File: src/rtl/ifu_prefetch_if.sv
`default_nettype none
// ============================================================================
// Module   : ifu_prefetch_if
// Brief    : Fetch-unit bundle: imem request/response, redirect, decode queue.
// Revision : 1.0 - initial release
// ============================================================================
interface ifu_prefetch_if;
  logic        imem_req_valid;
  logic        imem_req_ready;
  logic [31:0] imem_req_addr;
  logic        imem_rsp_valid;
  logic [31:0] imem_rsp_data;
  logic        redirect_valid;
  logic [31:0] redirect_pc;
  logic        inst_valid;
  logic        inst_ready;
  logic [31:0] inst_data;
  logic [31:0] inst_pc;
  logic        inst_jal_taken;

  modport master (
    output imem_req_valid,
    output imem_req_addr,
    input  imem_req_ready,
    input  imem_rsp_valid,
    input  imem_rsp_data,
    input  redirect_valid,
    input  redirect_pc,
    output inst_valid,
    output inst_data,
    output inst_pc,
    output inst_jal_taken,
    input  inst_ready
  );

  modport slave (
    input  imem_req_valid,
    input  imem_req_addr,
    output imem_req_ready,
    output imem_rsp_valid,
    output imem_rsp_data,
    output redirect_valid,
    output redirect_pc,
    input  inst_valid,
    input  inst_data,
    input  inst_pc,
    input  inst_jal_taken,
    output inst_ready
  );
endinterface
`default_nettype wire

File: src/rtl/ifu_prefetch.sv
`default_nettype none
// ============================================================================
// Module   : ifu_prefetch
// Brief    : RV32I fetch unit with JAL predecode and a circular instruction queue.
// Revision : 1.0 - initial release
// ============================================================================
module ifu_prefetch #(
  parameter logic [31:0] RESET_PC      = 32'h0000_0000,
  parameter int unsigned QDEPTH        = 4,
  parameter bit          JAL_PREDECODE = 1'b1
) (
  input  wire            clk,
  input  wire            rst_n,
  ifu_prefetch_if.master bus
);

  localparam int unsigned        c_PTR_W   = $clog2(QDEPTH);
  localparam int unsigned        c_CNT_W   = c_PTR_W + 1;
  localparam logic [c_CNT_W-1:0] c_DEPTH   = c_CNT_W'(QDEPTH);
  localparam logic [6:0]         c_OPC_JAL = 7'b1101111;

  logic [31:0]        r_fetch_pc;
  logic [31:0]        r_req_pc;
  logic               r_outstanding;
  logic               r_drop;
  logic               r_issue_en;
  logic [c_PTR_W-1:0] r_wr_ptr;
  logic [c_PTR_W-1:0] r_rd_ptr;
  logic [c_CNT_W-1:0] r_count;
  logic [31:0]        r_last_data;
  logic [31:0]        r_last_pc;

  logic [31:0] r_q_data [QDEPTH];
  logic [31:0] r_q_pc   [QDEPTH];
  logic        r_q_jal  [QDEPTH];

  logic [c_CNT_W-1:0] w_occupancy;
  logic               w_req_valid;
  logic               w_req_fire;
  logic               w_rsp;
  logic               w_push;
  logic               w_pop;
  logic               w_empty;
  logic               w_is_jal;
  logic [31:0]        w_jal_off;
  logic [31:0]        w_next_pc;
  logic               w_unused;

  assign w_unused = &{1'b0, bus.redirect_pc[1:0]};

  // Issue depends only on registered state plus redirect; space is reserved
  // for the outstanding response so a push can never overflow.
  assign w_occupancy = r_count + {{(c_CNT_W-1){1'b0}}, r_outstanding};
  assign w_req_valid = r_issue_en && !r_outstanding && !bus.redirect_valid &&
                       (w_occupancy < c_DEPTH);
  assign w_req_fire  = w_req_valid && bus.imem_req_ready;

  assign w_rsp   = bus.imem_rsp_valid && r_outstanding;
  assign w_push  = w_rsp && !r_drop && !bus.redirect_valid;
  assign w_empty = (r_count == '0);
  assign w_pop   = !w_empty && bus.inst_ready && !bus.redirect_valid;

  generate
    if (JAL_PREDECODE) begin : g_jal_predecode
      assign w_is_jal = (bus.imem_rsp_data[6:0] == c_OPC_JAL);
    end else begin : g_no_predecode
      assign w_is_jal = 1'b0;
    end
  endgenerate

  assign w_jal_off = {{11{bus.imem_rsp_data[31]}}, bus.imem_rsp_data[31],
                      bus.imem_rsp_data[19:12], bus.imem_rsp_data[20],
                      bus.imem_rsp_data[30:21], 1'b0};
  assign w_next_pc = w_is_jal ? (r_req_pc + w_jal_off) : (r_req_pc + 32'd4);

  always_ff @(posedge clk) begin
    if (!rst_n) begin
      r_fetch_pc    <= RESET_PC;
      r_req_pc      <= RESET_PC;
      r_outstanding <= 1'b0;
      r_drop        <= 1'b0;
      r_issue_en    <= 1'b0;
      r_wr_ptr      <= '0;
      r_rd_ptr      <= '0;
      r_count       <= '0;
      r_last_data   <= '0;
      r_last_pc     <= '0;
    end else begin
      r_issue_en <= 1'b1;
      if (bus.redirect_valid) begin
        r_fetch_pc <= {bus.redirect_pc[31:2], 2'b00};
        r_wr_ptr   <= '0;
        r_rd_ptr   <= '0;
        r_count    <= '0;
        // A response still in flight must be swallowed when it lands.
        if (w_rsp) begin
          r_outstanding <= 1'b0;
          r_drop        <= 1'b0;
        end else if (r_outstanding) begin
          r_drop <= 1'b1;
        end
      end else begin
        if (w_req_fire) begin
          r_outstanding <= 1'b1;
          r_req_pc      <= r_fetch_pc;
        end
        if (w_rsp) begin
          r_outstanding <= 1'b0;
          if (r_drop) begin
            r_drop <= 1'b0;
          end else begin
            r_fetch_pc <= w_next_pc;
          end
        end
        if (w_push) begin
          r_wr_ptr <= r_wr_ptr + c_PTR_W'(1);
        end
        if (w_pop) begin
          r_rd_ptr <= r_rd_ptr + c_PTR_W'(1);
        end
        if (w_push && !w_pop) begin
          r_count <= r_count + c_CNT_W'(1);
        end else if (!w_push && w_pop) begin
          r_count <= r_count - c_CNT_W'(1);
        end
      end
      if (!w_empty) begin
        r_last_data <= r_q_data[r_rd_ptr];
        r_last_pc   <= r_q_pc[r_rd_ptr];
      end
    end
  end

  always_ff @(posedge clk) begin
    if (rst_n && w_push) begin
      r_q_data[r_wr_ptr] <= bus.imem_rsp_data;
      r_q_pc[r_wr_ptr]   <= r_req_pc;
      r_q_jal[r_wr_ptr]  <= w_is_jal;
    end
  end

  // An empty queue keeps showing the last head so decode sees stable data.
  assign bus.imem_req_valid = w_req_valid;
  assign bus.imem_req_addr  = r_fetch_pc;
  assign bus.inst_valid     = !w_empty;
  assign bus.inst_data      = w_empty ? r_last_data : r_q_data[r_rd_ptr];
  assign bus.inst_pc        = w_empty ? r_last_pc : r_q_pc[r_rd_ptr];
  assign bus.inst_jal_taken = !w_empty && r_q_jal[r_rd_ptr];

endmodule
`default_nettype wire
File: src/flat_wrapper.sv
// flat-port wrapper written by rule: the top's interface ports become plain ports
module ifu_prefetch_flat 
#(
  parameter logic [31:0] RESET_PC      = 32'h0000_0000,
  parameter int unsigned QDEPTH        = 4,
  parameter bit          JAL_PREDECODE = 1'b1
)
  (clk, rst_n, bus_imem_req_valid, bus_imem_req_addr, bus_imem_req_ready, bus_imem_rsp_valid, bus_imem_rsp_data, bus_redirect_valid, bus_redirect_pc, bus_inst_valid, bus_inst_data, bus_inst_pc, bus_inst_jal_taken, bus_inst_ready);
  ifu_prefetch_if bus_i ();
  input  wire clk;
  input  wire rst_n;
  output wire logic [$bits(bus_i.imem_req_valid)-1:0] bus_imem_req_valid;
  output wire logic [$bits(bus_i.imem_req_addr)-1:0] bus_imem_req_addr;
  input wire logic [$bits(bus_i.imem_req_ready)-1:0] bus_imem_req_ready;
  input wire logic [$bits(bus_i.imem_rsp_valid)-1:0] bus_imem_rsp_valid;
  input wire logic [$bits(bus_i.imem_rsp_data)-1:0] bus_imem_rsp_data;
  input wire logic [$bits(bus_i.redirect_valid)-1:0] bus_redirect_valid;
  input wire logic [$bits(bus_i.redirect_pc)-1:0] bus_redirect_pc;
  output wire logic [$bits(bus_i.inst_valid)-1:0] bus_inst_valid;
  output wire logic [$bits(bus_i.inst_data)-1:0] bus_inst_data;
  output wire logic [$bits(bus_i.inst_pc)-1:0] bus_inst_pc;
  output wire logic [$bits(bus_i.inst_jal_taken)-1:0] bus_inst_jal_taken;
  input wire logic [$bits(bus_i.inst_ready)-1:0] bus_inst_ready;
  assign bus_imem_req_valid = bus_i.imem_req_valid;
  assign bus_imem_req_addr = bus_i.imem_req_addr;
  assign bus_i.imem_req_ready = bus_imem_req_ready;
  assign bus_i.imem_rsp_valid = bus_imem_rsp_valid;
  assign bus_i.imem_rsp_data = bus_imem_rsp_data;
  assign bus_i.redirect_valid = bus_redirect_valid;
  assign bus_i.redirect_pc = bus_redirect_pc;
  assign bus_inst_valid = bus_i.inst_valid;
  assign bus_inst_data = bus_i.inst_data;
  assign bus_inst_pc = bus_i.inst_pc;
  assign bus_inst_jal_taken = bus_i.inst_jal_taken;
  assign bus_i.inst_ready = bus_inst_ready;
  ifu_prefetch #(.RESET_PC(RESET_PC), .QDEPTH(QDEPTH), .JAL_PREDECODE(JAL_PREDECODE)) u_core (.clk(clk), .rst_n(rst_n), .bus(bus_i));
endmodule
File: config.mk
export PLATFORM = sky130hd
export DESIGN_NAME = ifu_prefetch_flat
export DESIGN_NICKNAME = d
export VERILOG_FILES = /design/src/rtl/ifu_prefetch_if.sv /design/src/rtl/ifu_prefetch.sv /design/src/flat_wrapper.sv
export SDC_FILE = /design/constraint.sdc
export NUM_CORES = 1
export LEC_CHECK = 0
export CAP_MARGIN = 20
export CORE_MARGIN = 2
export CORE_UTILIZATION = 43
export DETAILED_ROUTE_END_ITERATION = 10
export DONT_BUFFER_PORTS = 1
export PLACE_DENSITY = 0.65
export RECOVER_POWER = 50
export SYNTH_ARGS = -nofsm -noshare
export SYNTH_HDL_FRONTEND = slang
export SYNTH_SLANG_ARGS = --single-unit
File: constraint.sdc
create_clock -name clk -period 7.07 [get_ports clk]
set_clock_uncertainty 0.1 [all_clocks]
set_input_delay 1.414 -clock clk [delete_from_list [all_inputs] [get_ports clk]]
set_output_delay 1.414 -clock clk [all_outputs]
set_load 0.05 [all_outputs]
==> impl_metrics.json <==
{
  "syn-num-nets": 1363,
  "max_stage_delay_ns": 1.30,
  "synth_seq_cells": 400,
  "yosysWarnings": 0,
  "async_flop_share_pct": 0,
  "fillCellCount": 3467,
  "rr_endpoint": "u_core.r_q_pc[1][22]$_DFFE_PP_",
  "ctsResizeCount": 0,
  "synth_common_cells": "edfxtp_1, dfxtp_1, nand2_1, a21oi_1, and2_1",
  "critPathArrivalTime_ns": 3.71,
  "viasPerCell": 5.64,
  "syn_avg_cell_area_um2": 13.7,
  "path_max_fanout": 39,
  "ctsHtreeMaxLevel": 2,
  "timing.hold.ws_ns": 0.398,
  "max_freq_ghz": 0.191,
  "fin_total_pwr_mw": 5.01,
  "cts_max_path_buffers": 3,
  "syn2layout_area_growth_pct": 11.3,
  "switchingPower_mw": 1.10,
  "min_period_over_period_pct": 73.9,
  "synth_top_cell_by_area": "edfxtp_1",
  "fp.dieH_um": 204,
  "hold_path.startpoint": "u_core.r_wr_ptr[1]$_SDFFE_PP0P_",
  "power_density_nw_per_um2": 262,
  "syn-cell-area_um2": 17100,
  "combinationalPowerShare_pct": 3.6,
  "drc": 0,
  "initial_core_util_pct": 43.3,
  "min_to": "u_core.r_wr_ptr[1]$_SDFFE_PP0P_",
  "avgRoutedWirePerCell_um": 23.1,
  "dieWidth_um": 204,
  "grt_pass1_vias": 10271,
  "grt-ovfl-total": 0,
  "rrSetupSlack_ns": 2.62,
  "ios": 169,
  "numCtsBuffers": 43,
  "ant_nets": 0,
  "vias": 10186,
  "hpwl_um": 25800,
  "yosysMostFrequentCell": "edfxtp_1",
  "status": "complete, but fails checks",
  "fp-row-count": 73,
  "worst-setup-path-type": "flop to output port",
  "cp_cell_sequence": "or3_1 > buf_4 > mux2_1",
  "dr.pass1.iters": 5,
  "hold_violations": 0,
  "crit_buf_inv": 1,
  "antenna_found_initial": 4,
  "critPathSlowestCell": "or3_1",
  "clkSinkCount": 400,
  "synth_top_area_share_pct": 45.6,
  "end_kind": "output port",
  "cap_violations": 4,
  "coreArea_um2": 39500,
  "die-area_um2": 41500,
  "postCtsHoldBufs": 0,
  "hp-class": "flop to flop",
  "rsz0062_at_grt": "false",
  "grt_pass1_wl_um": 63200,
  "r2r-start": "u_core.r_outstanding$_SDFFE_PN0P_",
  "critPathTopFamily": "simple AND/OR/NAND/NOR gates",
  "p_leak_nw": 6.62,
  "worstMarginPinSlew_ns": 2.71,
  "post_cts_buffers": 0,
  "synthDistinctLibCells": 68,
  "cp-start-kind": "flop",
  "yosysSeqAreaShare_pct": 61.9,
  "synth_ff_type": "edfxtp_1",
  "gr-usage-all-layers_pct": 20.4,
  "ir_drop_mv": 0.175,
  "slew_headroom_pct": -80.5,
  "drt_wl_total_um": 41800,
  "cts_tree": "done",
  "worstRegToRegCells": 5,
  "violations": "capacitance limit, slew limit",
  "synth_edf_count": 260,
  "clkLatencyLatePin_ns": 0.56,
  "min_period_ns": 5.22,
  "clkPwrFrac_pct": 45.2,
  "path_clk_slew_ns": 0.06,
  "synthCells": 1255,
  "final_nets": 1354,
  "gp_congestion": 0.859,
  "p_sw_share_pct": 22.0,
  "postLayoutCoreUtil_pct": 48.2,
  "critical_path_required_ns": 5.56,
  "drtIter0Drc": 664,
  "fin_setup_tns_ns": 0,
  "slew_viol_final": 159,
  "drive_gt1_share_pct": 15.1,
  "io_buffers": 0,
  "clockRootBuffer": "clkbuf_16",
  "seqPwrFrac_pct": 51.2,
  "netlist_top_cells_area": "edfxtp_1, dfxtp_1, mux4_2",
  "hold_depth": 2,
  "grt_max_degree": 86,
  "setup_violations": 0,
  "p_int_mw": 3.90
}
[registers in the layout, summed over array words and instances (netlist names), named ones only]
register                  count
u_core.r_q_jal                4
u_core.r_count                3
u_core.r_rd_ptr               2
u_core.r_drop                 1
u_core.r_last_data           32
u_core.r_q_data             128
u_core.bus.imem_req_addr     32
u_core.r_last_pc             32
u_core.r_issue_en             1
u_core.r_q_pc               128
u_core.r_req_pc              32
u_core.r_outstanding          1
u_core.r_wr_ptr               2
[cell type report]
| cell class | instances | area (µm²) | share of cell area (%) |
|---|---|---|---|
| tap | 525 | 657 | 3.44 |
| multi-input combinational | 773 | 6210 | 32.6 |
| sequential | 400 | 10600 | 55.7 |
| antenna | 1 | 2.50 | 0.0131 |
| timing repair buffer | 12 | 78.8 | 0.413 |
| inverter | 16 | 60.1 | 0.315 |
| clock inverter | 17 | 191 | 1.00 |
| clock buffer | 63 | 1250 | 6.57 |
[power groups by stage]
stage | Clock [mW] | Sequential [mW] | Combinational (mW)
after floorplan | 0 | 2.60 | 0.152
after global placement | 0 | 2.61 | 0.178
after detailed placement | 0 | 2.61 | 0.178
after CTS | 2.31 | 2.56 | 0.179
after global routing | 2.41 | 2.57 | 0.194
final | 2.26 | 2.56 | 0.178
[stage by stage]
step | cell area [µm²] | cells | setup slack, ns
2_1_floorplan | 17100 | 1255 | 2.38
3_3_place_gp | 17700 | 1726 | 2.55
3_5_place_dp | 17700 | 1726 | 2.55
4_1_cts | 19100 | 1806 | 2.28
5_1_grt | 19100 | 1807 | 1.66
6_report | 19100 | 1807 | 1.85
[worst min-delay path, delay by kind of cell (launching register included)]
family	cells	cell delay [ns]
flip-flops	1	0.33
AO/OA/AOI/OAI	1	0.05
AND/OR/NAND/NOR	1	0.06
[metal layers]
metal / vias to the layer above / GRT usage [%] / wire [µm]
li1: 4682 / - / -
met1: 5122 / 28.5 / 18400
met2: 305 / 31.6 / 19400
met3: 71 / 4.59 / 2940
met4: 6 / 6.75 / 956
met5: - / 0 / 39
[layout by cell type, fill, tap and decap left out, types with 4 or more instances in the layout]
cell / instances
mux4_2: 65
a311oi_1: 4
clkbuf_1: 14
and2_1: 68
xor2_1: 21
o31ai_1: 4
or3_1: 11
nand2_1: 124
o21ai_0: 35
nor2_1: 60
clkinv_2: 4
ha_1: 36
xnor2_1: 31
a21oi_1: 89
buf_4: 9
nand4_1: 9
o211ai_1: 5
o21bai_1: 6
mux2_2: 28
a21o_1: 21
mux2_1: 36
and2_4: 4
and3_1: 8
nor3_1: 10
dfxtp_1: 138
edfxtp_1: 260
a211oi_1: 20
nand3_1: 20
clkbuf_16: 44
clkbuf_8: 8
inv_1: 15
[how the worst max path moves through the flow]
| stage | start | end | cells after the start |
|---|---|---|---|
| global route | u_core.r_count[2]$_SDFFE_PP0P_ | bus_inst_pc[13] | 3 |
| detailed placement | bus_imem_rsp_data[21] | u_core.bus.imem_req_addr[25]$_SDFFE_PN0P_ | 11 |
| CTS | flop | bus_inst_pc[17] | 3 |
| floorplan | bus_redirect_valid | bus_imem_req_valid | 1 |
| global placement | bus_imem_rsp_data[21] | u_core.bus.imem_req_addr[25]$_SDFFE_PN0P_ | 11 |
| finish | u_core.r_count[2]$_SDFFE_PP0P_ | bus_inst_pc[13] | 3 |
[logic make-up after synthesis]
family / count (synthesis) / synth area share [%]
muxes: 131 / 12.9
and+or+nand+nor: 334 / 9.52
xor gates and xnor gates: 52 / 2.66
adders and majority gates: 38 / 2.86
AOI/OAI and AO/OA: 218 / 8.31
DFF: 400 / 61.9
buffers and inverters: 82 / 1.85
Note: power is estimated with default switching activity, not from simulation.
